--- src/rtl/game_pkg.sv ---
`default_nettype none
// ============================================================================
// Module      : game_pkg
// Description : Shared types and constants for the dice game controller.
//               It holds the FSM state encodings, the choose-block verdict
//               codes and the die and score geometry.
// Revision    : 1.0 - initial release
// ============================================================================
package game_pkg;

    // Score geometry and game constants
    localparam int SCORE_W = 4;
    localparam int DIE_W   = 3;
    localparam int DIE_MAX = 6;
    localparam int TARGET  = 15;

    typedef logic [2:0]         state_t;
    typedef logic [1:0]         result_t;
    typedef logic [SCORE_W-1:0] score_t;

    // FSM state encodings, exported on state_o for the debug LEDs
    localparam logic [2:0] ST_IDLE  = 3'd0;
    localparam logic [2:0] ST_READY = 3'd1;
    localparam logic [2:0] ST_ISSUE = 3'd2;
    localparam logic [2:0] ST_WAIT  = 3'd3;
    localparam logic [2:0] ST_WON   = 3'd4;
    localparam logic [2:0] ST_LOST  = 3'd5;

    // Verdict codes from the choose block. Code 2'b11 is illegal.
    localparam logic [1:0] RES_CONTINUE = 2'b00;
    localparam logic [1:0] RES_LOST     = 2'b01;
    localparam logic [1:0] RES_WON      = 2'b10;

    // Next value of the free-running die: 1..DIE_MAX, then back to 1.
    function automatic logic [DIE_W-1:0] die_next(input logic [DIE_W-1:0] cur);
        if (cur >= DIE_W'(DIE_MAX)) begin
            return DIE_W'(1);
        end
        return cur + DIE_W'(1);
    endfunction

endpackage : game_pkg
`default_nettype wire

--- src/rtl/edge_rise.sv ---
`default_nettype none
// ============================================================================
// Module      : edge_rise
// Description : Rising-edge detector for a level that is already
//               synchronised. It uses one history flop and an AND gate.
//               A level held high gives exactly one single-cycle rise_o.
// Ports       : clk     - system clock
//               rst_n   - asynchronous active-low reset (history cleared)
//               in_i    - synchronised level input
//               rise_o  - high for the one cycle where in_i=1 and history=0
// Revision    : 1.0 - initial release
// ============================================================================
module edge_rise (
    input  logic clk,
    input  logic rst_n,
    input  logic in_i,
    output logic rise_o
);

    logic in_q;

    always_ff @(posedge clk or negedge rst_n) begin
        if (!rst_n) begin
            in_q <= 1'b0;
        end else begin
            in_q <= in_i;
        end
    end

    assign rise_o = in_i & ~in_q;

endmodule : edge_rise
`default_nettype wire

--- src/rtl/dice_game_ctrl.sv ---
`default_nettype none
// ============================================================================
// Module      : dice_game_ctrl
// Description : Top-level sequencer for the dice game. A roll-button edge
//               samples a free-running 1..6 die. The roll and the current
//               score go to the external choose/check block, and the
//               controller then commits that block's verdict. It owns the
//               score, the turn count and the won/lost flags.
// Ports       : clk, rst_n             - clock, async active-low reset
//               start_i, roll_i        - synchronised button levels
//               die_o                  - last roll (0 before first roll)
//               score_o, turn_o        - committed score, completed rolls
//               state_o                - FSM encoding for debug LEDs
//               won_o, lost_o          - game outcome flags
//               chs_pulse_o            - one-cycle request to choose block
//               chs_num_o, chs_score_o - roll / score under evaluation
//               chs_pulse_i            - verdict strobe from choose block
//               chs_result_i           - verdict code
//               chs_new_score_i        - proposed new score
// Revision    : 1.0 - initial release
// ============================================================================
module dice_game_ctrl
    import game_pkg::*;
#(
    parameter int MAX_TURNS = 8
) (
    input  logic               clk,
    input  logic               rst_n,
    input  logic               start_i,
    input  logic               roll_i,
    output logic [DIE_W-1:0]   die_o,
    output logic [SCORE_W-1:0] score_o,
    output logic [3:0]         turn_o,
    output logic [2:0]         state_o,
    output logic               won_o,
    output logic               lost_o,
    output logic               chs_pulse_o,
    output logic [DIE_W-1:0]   chs_num_o,
    output logic [SCORE_W-1:0] chs_score_o,
    input  logic               chs_pulse_i,
    input  logic [1:0]         chs_result_i,
    input  logic [SCORE_W-1:0] chs_new_score_i
);

    // MAX_TURNS is limited to 1..15, so it fits the 4-bit turn counter.
    localparam logic [3:0] C_MAX_TURNS = 4'(MAX_TURNS);

    logic               start_rise;
    logic               roll_rise;

    state_t             state_q, state_d;
    logic [DIE_W-1:0]   cnt_q;
    logic [DIE_W-1:0]   die_q, die_d;
    score_t             score_q, score_d;
    logic [3:0]         turn_q, turn_d;
    logic [3:0]         turn_inc;

    // ------------------------------------------------------------------
    // Button edge detectors
    // ------------------------------------------------------------------
    edge_rise u_start_rise (
        .clk    (clk),
        .rst_n  (rst_n),
        .in_i   (start_i),
        .rise_o (start_rise)
    );

    edge_rise u_roll_rise (
        .clk    (clk),
        .rst_n  (rst_n),
        .in_i   (roll_i),
        .rise_o (roll_rise)
    );

    // ------------------------------------------------------------------
    // Free-running die. It advances in every state, so the value sampled
    // depends on when the user presses roll.
    // ------------------------------------------------------------------
    always_ff @(posedge clk or negedge rst_n) begin
        if (!rst_n) begin
            cnt_q <= DIE_W'(1);
        end else begin
            cnt_q <= die_next(cnt_q);
        end
    end

    assign turn_inc = turn_q + 4'd1;

    // ------------------------------------------------------------------
    // Sequencer next-state logic
    // ------------------------------------------------------------------
    always_comb begin
        state_d = state_q;
        die_d   = die_q;
        score_d = score_q;
        turn_d  = turn_q;

        case (state_q)
            ST_IDLE: begin
                if (start_rise) begin
                    state_d = ST_READY;
                    score_d = '0;
                    turn_d  = '0;
                end
            end

            ST_READY: begin
                if (roll_rise) begin
                    die_d   = cnt_q;
                    state_d = ST_ISSUE;
                end
            end

            ST_ISSUE: begin
                state_d = ST_WAIT;
            end

            // die_q and score_q stay frozen here, because the choose block
            // samples them combinationally at some later time.
            ST_WAIT: begin
                if (chs_pulse_i) begin
                    turn_d = turn_inc;
                    case (chs_result_i)
                        RES_CONTINUE: begin
                            score_d = chs_new_score_i;
                            state_d = (turn_inc == C_MAX_TURNS) ? ST_LOST : ST_READY;
                        end
                        RES_LOST: begin
                            score_d = '0;
                            state_d = ST_LOST;
                        end
                        RES_WON: begin
                            score_d = chs_new_score_i;
                            state_d = ST_WON;
                        end
                        default: begin
                            // An illegal verdict ends the game and keeps the score.
                            state_d = ST_LOST;
                        end
                    endcase
                end
            end

            ST_WON, ST_LOST: begin
                if (start_rise) begin
                    state_d = ST_READY;
                    score_d = '0;
                    turn_d  = '0;
                end
            end

            default: begin
                state_d = ST_IDLE;
            end
        endcase
    end

    always_ff @(posedge clk or negedge rst_n) begin
        if (!rst_n) begin
            state_q <= ST_IDLE;
            die_q   <= '0;
            score_q <= '0;
            turn_q  <= '0;
        end else begin
            state_q <= state_d;
            die_q   <= die_d;
            score_q <= score_d;
            turn_q  <= turn_d;
        end
    end

    // ------------------------------------------------------------------
    // Outputs
    // ------------------------------------------------------------------
    assign die_o       = die_q;
    assign score_o     = score_q;
    assign turn_o      = turn_q;
    assign state_o     = state_q;
    assign won_o       = (state_q == ST_WON);
    assign lost_o      = (state_q == ST_LOST);
    assign chs_pulse_o = (state_q == ST_ISSUE);
    assign chs_num_o   = die_q;
    assign chs_score_o = score_q;

endmodule : dice_game_ctrl
`default_nettype wire

--- config.mk ---
export PLATFORM = sky130hd
export DESIGN_NAME = dice_game_ctrl
export DESIGN_NICKNAME = d
export VERILOG_FILES = /design/src/rtl/game_pkg.sv /design/src/rtl/edge_rise.sv /design/src/rtl/dice_game_ctrl.sv
export SDC_FILE = /design/constraint.sdc
export NUM_CORES = 1
export LEC_CHECK = 0
export ABC_CLOCK_PERIOD_IN_PS = 4350
export BUFFER_PORTS_ARGS = -buffer_cell sky130_fd_sc_hd__buf_2
export CELL_PAD_IN_SITES_DETAIL_PLACEMENT = 1
export CELL_PAD_IN_SITES_GLOBAL_PLACEMENT = 2
export CORE_ASPECT_RATIO = 2
export CORE_MARGIN = 5
export CORE_UTILIZATION = 32
export DETAILED_ROUTE_END_ITERATION = 8
export PLACE_DENSITY_LB_ADDON = 0.1
export SLEW_MARGIN = 20
export SYNTH_ARGS = -nofsm -noshare
export SYNTH_HDL_FRONTEND = slang
export SYNTH_SLANG_ARGS = --single-unit
--- constraint.sdc ---
create_clock -name clk -period 4.35 [get_ports clk]
set_input_delay 1.305 -clock clk [delete_from_list [all_inputs] [get_ports clk]]
set_output_delay 1.305 -clock clk [all_outputs]
set_load 0.005 [all_outputs]
==> reports/metrics.csv <==
stage,metric,value,unit
final_layout,"commonest non-fill, non-tap cell in the layout",buf_2,
global_routing,initial antenna violation count,0,
power,total power,699,uW
placed_design,Area after DPL,1170,um^2
power,Peak VDD IR,0.000245,V
critical_path,Setup crit end kind,primary output,
final_layout,filler instances,386,
cts,"CTS clk-pin slew, worst paths",0.07,ns
logic_synthesis,Post-synth top flop,dfrtp_1,
critical_path,R2R setup slack,2.81,ns
global_routing,largest net degree at the start of global routing,20,
cts,Post-CTS Hold Buffers,0,
global_routing,first-pass GRT wire length,4.20,mm
sta,Setup Total Neg Slack,0,ns
cts,clock sink total,19,
cts,Root Buffer Master,clkbuf_8,
logic_synthesis,Post-Synthesis Cells,96,
logic_synthesis,main combinational cell family by area after synthesis,simple AND/OR/NAND/NOR gates,
sta,Final Slew Violations,0,
sta,final setup vio count,0,
final_layout,"commonest non-fill, non-tap cells in the layout","34 x buf_2, 18 x dfrtp_1, 7 x o21ai_0",
placed_design,DP Wirelength,1.93,mm
floorplanning,CORE AREA,3160,um^2
sta,Rel. slew slack,0.696,
min_path,Min-Delay Endpoint,chs_score_o[1]$_DFFE_PN0P_,
logic_synthesis,mux contribution to synthesized area,0.0572,
critical_path,WP data arrival,1.35,ns
logic_synthesis,Post-Syn Area,1030,um^2
placed_design,pre-CTS WS,1.98,ns
detailed_routing,DRT antenna net count,0,
critical_path,Crit Path Class,flop to primary output,
critical_path,Required @ worst endpoint,3.04,ns
critical_path,startpoint types,flop,
critical_path,"critical path, cell by cell","inv_1, nor3_1, buf_2",
logic_synthesis,"Avg Cell Area, Syn",10.7,um^2
critical_path,reg2reg end,chs_score_o[3]$_DFFE_PN0P_,
logic_synthesis,Synth Register Bits,19,
cts,CTS max path bufs,2,
critical_path,CP bufs+invs,2,
power,leak pwr,0.000654,uW
logic_synthesis,Ys Warns,0,
detailed_routing,Pre-Repair DR Iteration Count,3,
critical_path,"CP delay by family, top",flip-flops,
detailed_routing,Iter 0 DRT Violations,8,
power,Switch Pwr,258,uW
final_layout,Post-Layout Inst Area,1210,um^2
sta,unrepaired setup endpoints after global routing,false,
sta,Slew @ Worst Pin,0.457,ns
final_layout,Antenna Cells,0,
floorplanning,Die Span X,50.1,um
detailed_routing,via count,805,
sta,final worst slack,1.69,ns
sta,period utilization,0.611,
min_path,worst hold stages,1,
critical_path,Reg-to-Reg Start,state_o[1]$_DFFE_PN0P_,
logic_synthesis,fraction of registers with async set/reset,1.00,
logic_synthesis,Adder-Cell Fraction of Synth Area,0.0487,
logic_synthesis,share of the yosys chip area belonging to registers,0.464,
cts,CTS buffer count,3,
floorplanning,total die area,4520,um^2
final_layout,fin util,0.384,
logic_synthesis,number of distinct library cells after synthesis,33,
final_layout,layout cells sized above 1,0.395,
critical_path,CP max FO,9,
sta,Tmin final,2.66,ns
power,Combinational Power Share,0.396,
floorplanning,Die Y,90.2,um
detailed_routing,wire length per cell,15.7,um
power,Sw Share,0.368,
critical_path,"Slowest-stage cell, CP",dfrtp_1,
global_routing,number of global-route vias before repair,894,
min_path,hold path start,chs_score_o[1]$_DFFE_PN0P_,
sta,skew final,0.000767,ns
global_routing,Congestion Overflow GR,0,
critical_path,R2R depth,4,
status,status,finished clean,
global_routing,GRT Overall Usage,0.117,
cts,H-tree levels,1,
final_layout,Final Net Count,140,
cts,clk_lat worst skew,0.25,ns
sta,Final Hold Viols,0,
detailed_routing,vias per std cell,5.19,
detailed_routing,Post-route DRC,0,
placed_design,input/output buffers,34,
cts,CTS tree,yes,
min_path,Hold Crit Class,flop to flop,
cts,postcts setup bufs,0,
logic_synthesis,Post-Synth Simple-Gate Area,0.209,
floorplanning,Cell Rows,29,
floorplanning,Initial Util,0.326,
power,part of the power in registers,0.427,
power,power density cells,577,nW/um^2
logic_synthesis,Post-Synth XOR/XNOR Area,0.00852,
logic_synthesis,Syn Nets,111,
detailed_routing,routed wire length,2.44,mm
power,clock power share,0.177,
floorplanning,Ports,35,
critical_path,"slowest stage delay, CP",0.57,ns
placed_design,Final Wtd Congestion,0.737,
logic_synthesis,complex-gate fraction of the synthesized area,0.130,
job,Max-Cap Viols,0,
final_layout,area delta synth->final,17.9,%
cts,# resized after CTS,0,
logic_synthesis,Post-synth EDFFs,0,
sta,fmax,376,MHz
power,Int Pwr,442,uW
synthesized netlist by cell type, types with 2 or more instances:
cell      instances  area share
buf_2             2      0.0097
nor4b_1           4       0.034
dfrtp_1          18        0.44
ha_1              4       0.049
o21ai_0           7       0.034
nand2b_1          2       0.012
mux2_2            3       0.033
a21oi_1           3       0.015
o31a_1            2       0.017
buf_4             8       0.058
inv_1             4       0.015
a21o_1            5       0.037
nor2_1            5       0.018
nand2_1           6       0.022
nand3_1           2      0.0097
or2_2             3       0.018
nor3_1            2      0.0097
worst register-to-register path, stage by stage (launching register included):
cell and delay, ns:
dfrtp_1 0.57, nand4b_2 0.34, a21oi_1 0.22, nor2_1 0.10, a21o_1 0.20
cell families after synthesis:
| family | count (synthesis) |
|---|---|
| compound gates | 21 |
| xor+xnor | 1 |
| fa+ha+maj | 4 |
| buf+inv | 14 |
| flops | 19 |
| mux | 5 |
| simple gates | 32 |
worst max-delay path by stage:
stage | start | to | slack [ns] | cells past startpoint
global placement | state_o[1]$_DFFE_PN0P_ | chs_pulse_o | 1.97 | 3
finish | state_o[1]$_DFFE_PN0P_ | chs_pulse_o | 1.69 | 3
CTS | state_o[1]$_DFFE_PN0P_ | chs_pulse_o | 1.68 | 3
floorplan | state_o[1]$_DFFE_PN0P_ | chs_pulse_o | 2.21 | 3
global route | state_o[1]$_DFFE_PN0P_ | chs_pulse_o | 1.58 | 3
detailed placement | state_o[1]$_DFFE_PN0P_ | chs_pulse_o | 1.98 | 3
per-stage QoR:
step                      instances  hold slack [ns]
final                           155            0.502
after detailed placement        151            0.491
after CTS                       155            0.511
after global routing            155            0.538
after floorplan                  96            0.473
after global placement          151            0.480
state kept, by name, indices dropped and copies added, names as in the netlist:
signal	cells
u_start_rise.in_q	1
chs_score_o	4
cnt_q	3
turn_o	4
u_roll_rise.in_q	1
chs_num_o	3
state_o	3
layout make-up:
class | instances | area [um^2] | area share
flip-flops and latches | 19 | 477 | 0.393
well taps | 31 | 38.8 | 0.0320
clock buffers | 4 | 45.0 | 0.0372
inverters | 4 | 15.0 | 0.0124
multi-input cells | 63 | 467 | 0.385
repair buffers | 34 | 170 | 0.140
power by group through the flow:
stage | sequential [uW] | combinational [uW] | clock [uW]
2_1_floorplan | 279 | 219 | 0
4_1_cts | 302 | 286 | 130
3_3_place_gp | 301 | 280 | 0
6_report | 299 | 277 | 123
3_5_place_dp | 305 | 284 | 0
5_1_grt | 312 | 313 | 136
metal layers:
layer | global-route usage | vias to the layer above | wire, um
met4 | 0.0656 | 0 | 29
met5 | 0 | - | 0
met3 | 0.0182 | 2 | 105
li1 | - | 390 | -
met2 | 0.208 | 16 | 1400
met1 | 0.122 | 397 | 900
(Power assumes the default switching activity.)
